===== src/rtl/sel_skid_mux_pkg.sv =====
// Shared definitions for the selector + 2-entry skid buffer.
// The {data, err} beat struct lives in the top, since its width follows WIDTH.
package sel_skid_mux_pkg;

    typedef enum logic [1:0] {
        ST_EMPTY = 2'd0,
        ST_ONE   = 2'd1,
        ST_TWO   = 2'd2
    } state_e;

endpackage


===== src/rtl/sel_skid_mux_pick.sv =====
// Combinational N-way pick. An out-of-range select yields zero data
// with the error flag raised.
module sel_skid_mux_pick #(
    parameter int N     = 5,
    parameter int WIDTH = 32,
    parameter int SEL_W = 3
) (
    input  logic [N*WIDTH-1:0] i_data,
    input  logic [SEL_W-1:0]   i_sel,
    output logic [WIDTH-1:0]   o_data,
    output logic               o_err
);

    always_comb begin
        o_data = '0;
        o_err  = 1'b1;
        for (int k = 0; k < N; k++) begin
            if (i_sel == SEL_W'(k)) begin
                o_data = i_data[k*WIDTH +: WIDTH];
                o_err  = 1'b0;
            end
        end
    end

endmodule


===== src/rtl/sel_skid_mux.sv =====
// N-way selector feeding a registered 2-entry skid buffer, valid/ready on both sides.
// Main register drives the outputs; skid register absorbs one beat while out_ready is low.
module sel_skid_mux
    import sel_skid_mux_pkg::*;
#(
    parameter int N     = 5,
    parameter int WIDTH = 32,
    parameter int SEL_W = 3
) (
    input  logic               clk,
    input  logic               reset,
    input  logic [N*WIDTH-1:0] in_data,
    input  logic [SEL_W-1:0]   sel,
    input  logic               in_valid,
    output logic               in_ready,
    input  logic               flush,
    output logic [WIDTH-1:0]   out_data,
    output logic               out_sel_err,
    output logic               out_valid,
    input  logic               out_ready
);

    typedef struct packed {
        logic [WIDTH-1:0] data;
        logic             err;
    } beat_t;

    state_e           r_state, w_next;
    beat_t            r_main, r_skid;
    logic             r_in_ready;
    logic [WIDTH-1:0] w_pick_data;
    logic             w_pick_err;
    logic             w_accept, w_pop, w_out_valid;
    logic             w_load_main_in, w_load_main_skid, w_load_skid, w_clr_main;

    sel_skid_mux_pick #(.N(N), .WIDTH(WIDTH), .SEL_W(SEL_W)) u_pick (
        .i_data (in_data),
        .i_sel  (sel),
        .o_data (w_pick_data),
        .o_err  (w_pick_err)
    );

    assign w_out_valid = (r_state != ST_EMPTY);
    assign w_accept    = in_valid & r_in_ready;
    assign w_pop       = w_out_valid & out_ready;

    // State register; in_ready is registered from the next state so it has no comb path.
    always_ff @(posedge clk) begin
        if (reset) begin
            r_state    <= ST_EMPTY;
            r_in_ready <= 1'b1;
        end else begin
            r_state    <= w_next;
            r_in_ready <= (w_next != ST_TWO);
        end
    end

    always_comb begin
        w_next = r_state;
        if (flush) begin
            w_next = ST_EMPTY;
        end else begin
            case (r_state)
                ST_EMPTY: if (w_accept) w_next = ST_ONE;
                ST_ONE: begin
                    if (w_accept && !w_pop)      w_next = ST_TWO;
                    else if (!w_accept && w_pop) w_next = ST_EMPTY;
                end
                ST_TWO:   if (w_pop) w_next = ST_ONE;
                default:  w_next = ST_EMPTY;
            endcase
        end
    end

    always_comb begin
        w_load_main_in   = 1'b0;
        w_load_main_skid = 1'b0;
        w_load_skid      = 1'b0;
        w_clr_main       = 1'b0;
        if (flush) begin
            w_clr_main = 1'b1;
        end else begin
            case (r_state)
                ST_EMPTY: w_load_main_in = w_accept;
                ST_ONE: begin
                    if (w_accept && w_pop) w_load_main_in = 1'b1;
                    else if (w_accept)     w_load_skid    = 1'b1;
                    else if (w_pop)        w_clr_main     = 1'b1;
                end
                ST_TWO:   w_load_main_skid = w_pop;
                default:  w_clr_main = 1'b1;
            endcase
        end
    end

    // Main is zeroed whenever the buffer drains so outputs read 0 while invalid.
    always_ff @(posedge clk) begin
        if (reset) begin
            r_main <= '0;
            r_skid <= '0;
        end else begin
            if (w_clr_main)
                r_main <= '0;
            else if (w_load_main_in)
                r_main <= '{data: w_pick_data, err: w_pick_err};
            else if (w_load_main_skid)
                r_main <= r_skid;

            if (w_load_skid)
                r_skid <= '{data: w_pick_data, err: w_pick_err};
            else if (w_load_main_skid || flush)
                r_skid <= '0;
        end
    end

    assign in_ready    = r_in_ready;
    assign out_valid   = w_out_valid;
    assign out_data    = r_main.data;
    assign out_sel_err = r_main.err;

endmodule

===== config.mk =====
export PLATFORM = sky130hd
export DESIGN_NAME = sel_skid_mux
export DESIGN_NICKNAME = d
export VERILOG_FILES = /design/src/rtl/sel_skid_mux_pkg.sv /design/src/rtl/sel_skid_mux_pick.sv /design/src/rtl/sel_skid_mux.sv
export SDC_FILE = /design/constraint.sdc
export NUM_CORES = 1
export LEC_CHECK = 0
export BUFFER_PORTS_ARGS = -buffer_cell sky130_fd_sc_hd__buf_2
export CELL_PAD_IN_SITES_DETAIL_PLACEMENT = 0
export CELL_PAD_IN_SITES_GLOBAL_PLACEMENT = 1
export CORE_UTILIZATION = 25
export DETAILED_ROUTE_END_ITERATION = 12
export PLACE_DENSITY = 0.6
export SLEW_MARGIN = 20
export SYNTH_ARGS = -nofsm -noshare
export SYNTH_HDL_FRONTEND = slang
export SYNTH_SLANG_ARGS = --single-unit

===== constraint.sdc =====
create_clock -name clk -period 2 [get_ports clk]
set_input_delay 0.4 -clock clk [delete_from_list [all_inputs] [get_ports clk]]
set_output_delay 0.4 -clock clk [all_outputs]
set_load 0.03 [all_outputs]

Word-level counts from Yosys, hierarchy flattened --
Index checks and enable logic that the tools add are counted.
Word-level totals: flip-flop bits (word level) 69, input bits 168, output and inout port bits 35, logic and storage cells 62
Operators by class: equality and inequality tests 7, mux-type cells 34, bitwise logic cells 2, reductions and logical operators 13
Operator list (number):
- $mux 32 | 5
- $mux 33 | 4
- $mux 1 | 17
- $mux 2 | 5
- $eq 3x2->1 const B | 2
- $pmux 2 s3 | 1
- $reduce_bool 2->1 | 3
- $pmux 1 s2 | 2
- $reduce_or 2->1 | 2
- $eq 3x1->1 const B | 1
- $eq 3x3->1 const B | 1
- $logic_and 1x1->1 | 3
- $logic_not 3->1 | 1
- $and 1x1->1 | 2
- $eq 2x1->1 const B | 1
- $eq 2x2->1 const B | 1
- $logic_not 1->1 | 2
- $logic_not 2->1 | 1
- $ne 2x2->1 const B | 1
- $logic_or 1x1->1 | 1

Logic depth before layout (Yosys ltp) --
word-level depth 8, mapped depth 7, depth with buffers taken out 4

Modules after synthesis --
From an unflattened synthesis, not the netlist that was laid out.
Second synthesis, totals: cells, all modules 544, area, all modules 4284.1 um^2
By module, submodules not included:
- sel_skid_mux | instances 1, cells an instance 354, area an instance 2999.1 um^2, sequential area each 1381.3 um^2
- sel_skid_mux_pick | instances 1, cells an instance 190, area an instance 1285.0 um^2, sequential area each 0.0 um^2

Worst setup path after synthesis --
No wires, ideal clock.
kind register to register, start reg r_in_ready (netlist: in_ready), end reg r_main (netlist bit out_data[6]), library setup time 103 ps, arrival 1752 ps, data required time 1897 ps, path slack 145 ps, cell stages (with the launch flop) 7, path buffers 2, period minus slack after synthesis 1855 ps, path through dfxtp_1 and3b_1 buf_6 nand3_4 buf_6 mux2_4 a2111oi_2
Between the ends: longest elaborated chain between the ends 6, elaborated cells on any way between the ends 12, classes of those cells mux (8); bitwise (1); reduce/logical (3)
Ends and longest elaborated chain:
- from (decl) | RTL line sel_skid_mux.sv:30 | logic r_in_ready;
- from (signal assigned) | RTL line sel_skid_mux.sv:54 | r_in_ready <= (w_next != ST_TWO);
- $and 1x1->1 * | RTL line sel_skid_mux.sv:44 | assign w_accept = in_valid & r_in_ready;
- $mux 1 or $logic_and 1x1->1 (tied branches) | RTL line sel_skid_mux.sv:87, sel_skid_mux.sv:86
- $mux 1 | RTL line sel_skid_mux.sv:86 | if (w_accept && w_pop) w_load_main_in = 1'b1;
- $pmux 1 s2 | RTL line sel_skid_mux.sv:83 | case (r_state)
- $mux 1 | RTL line sel_skid_mux.sv:80 | if (flush) begin
- $reduce_or 2->1 (no line), or another cell as far along
- to (signal assigned) | RTL line sel_skid_mux.sv:105 | r_main <= '{data: w_pick_data, err: w_pick_err};
- to (signal assigned) | RTL line sel_skid_mux.sv:107 | r_main <= r_skid;
- to (decl) | RTL line sel_skid_mux.sv:29 | beat_t r_main, r_skid;
Every way passes the cells marked *; elsewhere a longest branch is shown, timed or not. A chain may end at the register's enable or synchronous reset.

Final worst setup path --
start reg r_state[1], end reg r_main (netlist bit out_data[0])
Between the ends: longest elaborated chain between the ends 8, elaborated cells on any way between the ends 20, classes of those cells eq/ne (2); mux (11); bitwise (1); reduce/logical (6)
Ends and longest elaborated chain:
- from (decl) | RTL line sel_skid_mux.sv:28 | state_e r_state, w_next;
- from (signal assigned) | RTL line sel_skid_mux.sv:53 | r_state <= w_next;
- $reduce_bool 2->1 | RTL line sel_skid_mux.sv:43 | assign w_out_valid = (r_state != ST_EMPTY);
- $and 1x1->1 | RTL line sel_skid_mux.sv:45 | assign w_pop = w_out_valid & out_ready;
- $mux 1 | RTL line sel_skid_mux.sv:88 | else if (w_pop) w_clr_main = 1'b1;
- $mux 1 | RTL line sel_skid_mux.sv:87 | else if (w_accept) w_load_skid = 1'b1;
- $mux 1 | RTL line sel_skid_mux.sv:86
- $pmux 1 s2 | RTL line sel_skid_mux.sv:83
- $mux 1 | RTL line sel_skid_mux.sv:80
- $reduce_or 2->1 (no line)
Parallel ways exist; a longest one is shown, timed or not.

==> impl_metrics.toml <==
[pwr]
power_switching_uw = 1016
p_seq_share_pct = 38.5
p_per_area_nw_per_um2 = 598.5
p_leak_uw = 0.002819
internal-power_uw = 2666
total_power_uw = 3682
comb_power_share_pct = 22.1
swShare_pct = 27.59
pwr-share-clk_pct = 39.4
ir_worst_vdd_uv = 397.0

[placed_design]
place.gp.congestion = 0.7486
dp_hpwl_mm = 11.80
port-buffer-count = 202

[synthesis]
netlist_area_um2 = 4438
yosysTopAreaCell = "dfxtp_1"
avgSynthCellArea_um2 = 9.423
synth_edf_count = 0
ys_ff_latch = 69
synth_area_leaders = "dfxtp_1 31%, mux4_2 11%, nor2_1 5.8%"
yosys_most_used_dff = "dfxtp_1"
yosysUniqueCellTypes = 45
syn-num-nets = 639
yosys_warnings = 0
async_reset_ff_share_pct = 0
synth_common_cells = "69 x dfxtp_1, 69 x nor2_1, 37 x nand2_1"
yosys.area.top_type_share_pct = 31.12
ys_seq_area_share_pct = 31.12
syn_inst = 471

[route]
wire_per_inst_um = 17.61
viasPerCell = 4.901
dr.pass1.iters = 5
vias = 4416
ant_nets = 0
drc = 0
drtIter0Drc = 174
totalWireLength_mm = 15.87

[floorplanning]
core-area_um2 = 17300
die_y_um = 135.2
ios = 203
start_util_pct = 25.66
dieArea_um2 = 18290
rows = 48
die_x_um = 135.2

[grt]
busiest_layer = "met2"
grt_pass1_vias = 4498
antenna_found_initial = 1
grt_pass1_wl_mm = 24.29
grt.met1_usage_pct = 20.25
met2_usage_pct = 31.11
use_met3_pct = 4.265
grtUsageTotal_pct = 17.29
gr-total-overflow = 0
grt_max_degree = 35

[cts]
clk_transition_reported_paths_ns = 0.06
cts_buffers = 9
htree_levels = 3
cts_tree = "built"
cts.sinks = 69
cts-root-buf = "clkbuf_16"
clock_path_buffers = 2
cts_setup_buffers = 0
insertion_delay_ns = 0.33

[layout]
nets = 840
syn_to_final_growth_pct = 38.62
fill_cells = 1818
drive_gt1_share_pct = 47.34
n_antenna_cell = 0

[worst_hold_path]
min_to = "r_state[0]"
whs_path_depth = 3
min_path_type = "primary input to flop"
hp-start = "reset"

[sta]
hold_slack_ns = 0.3414
timing.fmax_ghz = 0.5180
period_minus_slack_ns = 1.930
drv_slew = 0
worstMarginPinSlew_ns = 0.6335
period_share_pct = 96.52
slew_headroom_pct = 57.63
finClkSkew_ns = 0.005992
tns_ns = 0
rsz0062_at_grt = "false"
setup-violations-final = 0
hold_violations = 0

[setup_path]
r2r_slack_ns = 0.07
cp-start-kind = "flop"
cp.arrival_ns = 2.12
crit_path_max_fanout = 16
crit_type = "flop to flop"
critPathMaxStageDelay_ns = 0.41
reg2reg_depth = 5
slowest_stage = "a2111oi_1"
endpoint_kind = "flop"
r2r-end = "out_data[0]"
path_cells = "and3b_1 -> nand3_4 -> buf_12 -> mux2_2 -> a2111oi_1"
path_buf_inv = 1
path_delay_family = "simple AND/OR/NAND/NOR gates"
required_ns = 2.19
rr_startpoint = "r_state[1]"

[job]
drv_cap = 0

[run_status]
outcome = "finished, final reports clean"
## worst reg2reg max path: stages (launching register included)
cell,delay (ns)
dfxtp_2,0.39
and3b_1,0.26
nand3_4,0.18
buf_12,0.20
mux2_2,0.36
a2111oi_1,0.41
## flip-flops by register name (all words and copies together), names as in the netlist
register     count
out_data        32
r_skid          33
r_state          2
in_ready         1
out_sel_err      1
## cells by family (layout without fill, tap and decap cells)
| logic type | count (synthesis) | count (layout) | synth area share, % |
|---|---|---|---|
| buffers and inverters | 45 | 249 | 5.131 |
| AO/OA/AOI/OAI | 137 | 137 | 24.70 |
| AND/OR/NAND/NOR | 158 | 159 | 17.28 |
| flip-flops | 69 | 69 | 31.12 |
| multiplexers | 62 | 62 | 21.76 |
## stage by stage
| step | area (µm²) | worst slack [ns] | cells | utilization (%) |
|---|---|---|---|---|
| floorplan | 4438 | 0.1450 | 471 | - |
| global placement | 5864 | -0.03719 | 885 | 33.90 |
| detailed placement | 5864 | -0.1045 | 885 | 33.90 |
| CTS | 6150 | 0.03672 | 901 | 35.55 |
| global route | 6152 | 0.01025 | 901 | 35.57 |
| finish | 6152 | 0.06954 | 901 | 35.57 |
## worst max-delay path by stage
stage,depth (start not counted),end,from
finish,5,out_data[0],r_state[1]
global route,5,out_data[0],r_state[1]
CTS,5,out_data[0],r_state[1]
detailed placement,5,out_data[0],in_valid
global placement,5,out_data[0],in_valid
floorplan,6,out_data[6],in_ready
## power by group through the flow
stage / Combinational, µW / Clock [µW] / Sequential, µW
6_report: 814 / 1450 / 1420
2_1_floorplan: 430 / 0 / 1480
5_1_grt: 885 / 1560 / 1420
3_5_place_dp: 814 / 0 / 1450
4_1_cts: 825 / 1480 / 1420
3_3_place_gp: 803 / 0 / 1450
## what timing repair did
item                                    in CTS  in global routing
pin swaps                                    1                  0
endpoints found under the setup margin       7                  7
gates cloned                                 1                  0
hold buffers                                 0                  0
resized for setup                            2                  2
## cells in the final DEF (no fill, tap or decap), types with 6 or more instances in the layout
| cell type | n |
|---|---|
| buf_2 | 202 |
| nor2_1 | 68 |
| dfxtp_1 | 67 |
| nand2_1 | 37 |
| o21ai_0 | 32 |
| a21oi_1 | 24 |
| nand2b_1 | 22 |
| mux4_2 | 21 |
| a21o_1 | 21 |
| buf_4 | 21 |
| mux2i_1 | 20 |
| a2111oi_2 | 16 |
| mux2_4 | 15 |
| a22oi_1 | 11 |
| nand3b_1 | 10 |
| o22ai_1 | 10 |
| clkbuf_16 | 9 |
| buf_12 | 9 |
| mux2_2 | 6 |
## per-layer routing
layer / up-vias / part of all wire [%]
li1: 2131 / -
met1: 2080 / 41
met2: 191 / 49
met3: 12 / 8.4
met4: 2 / 0.67
met5: - / 0.082
## area by class of cell
cell class                      instances  area, µm²  area share (%)
Clock buffer                           11      242.7           3.945
Clock inverter                          4      25.02          0.4068
Inverter                                2      7.507          0.1220
Multi-Input combinational cell        358       2863           46.53
Sequential cell                        69       1384           22.49
Tap cell                              225      281.5           4.576
Timing Repair Buffer                  232       1349           21.92
No activity file was read; power rests on OpenSTA's default activity.
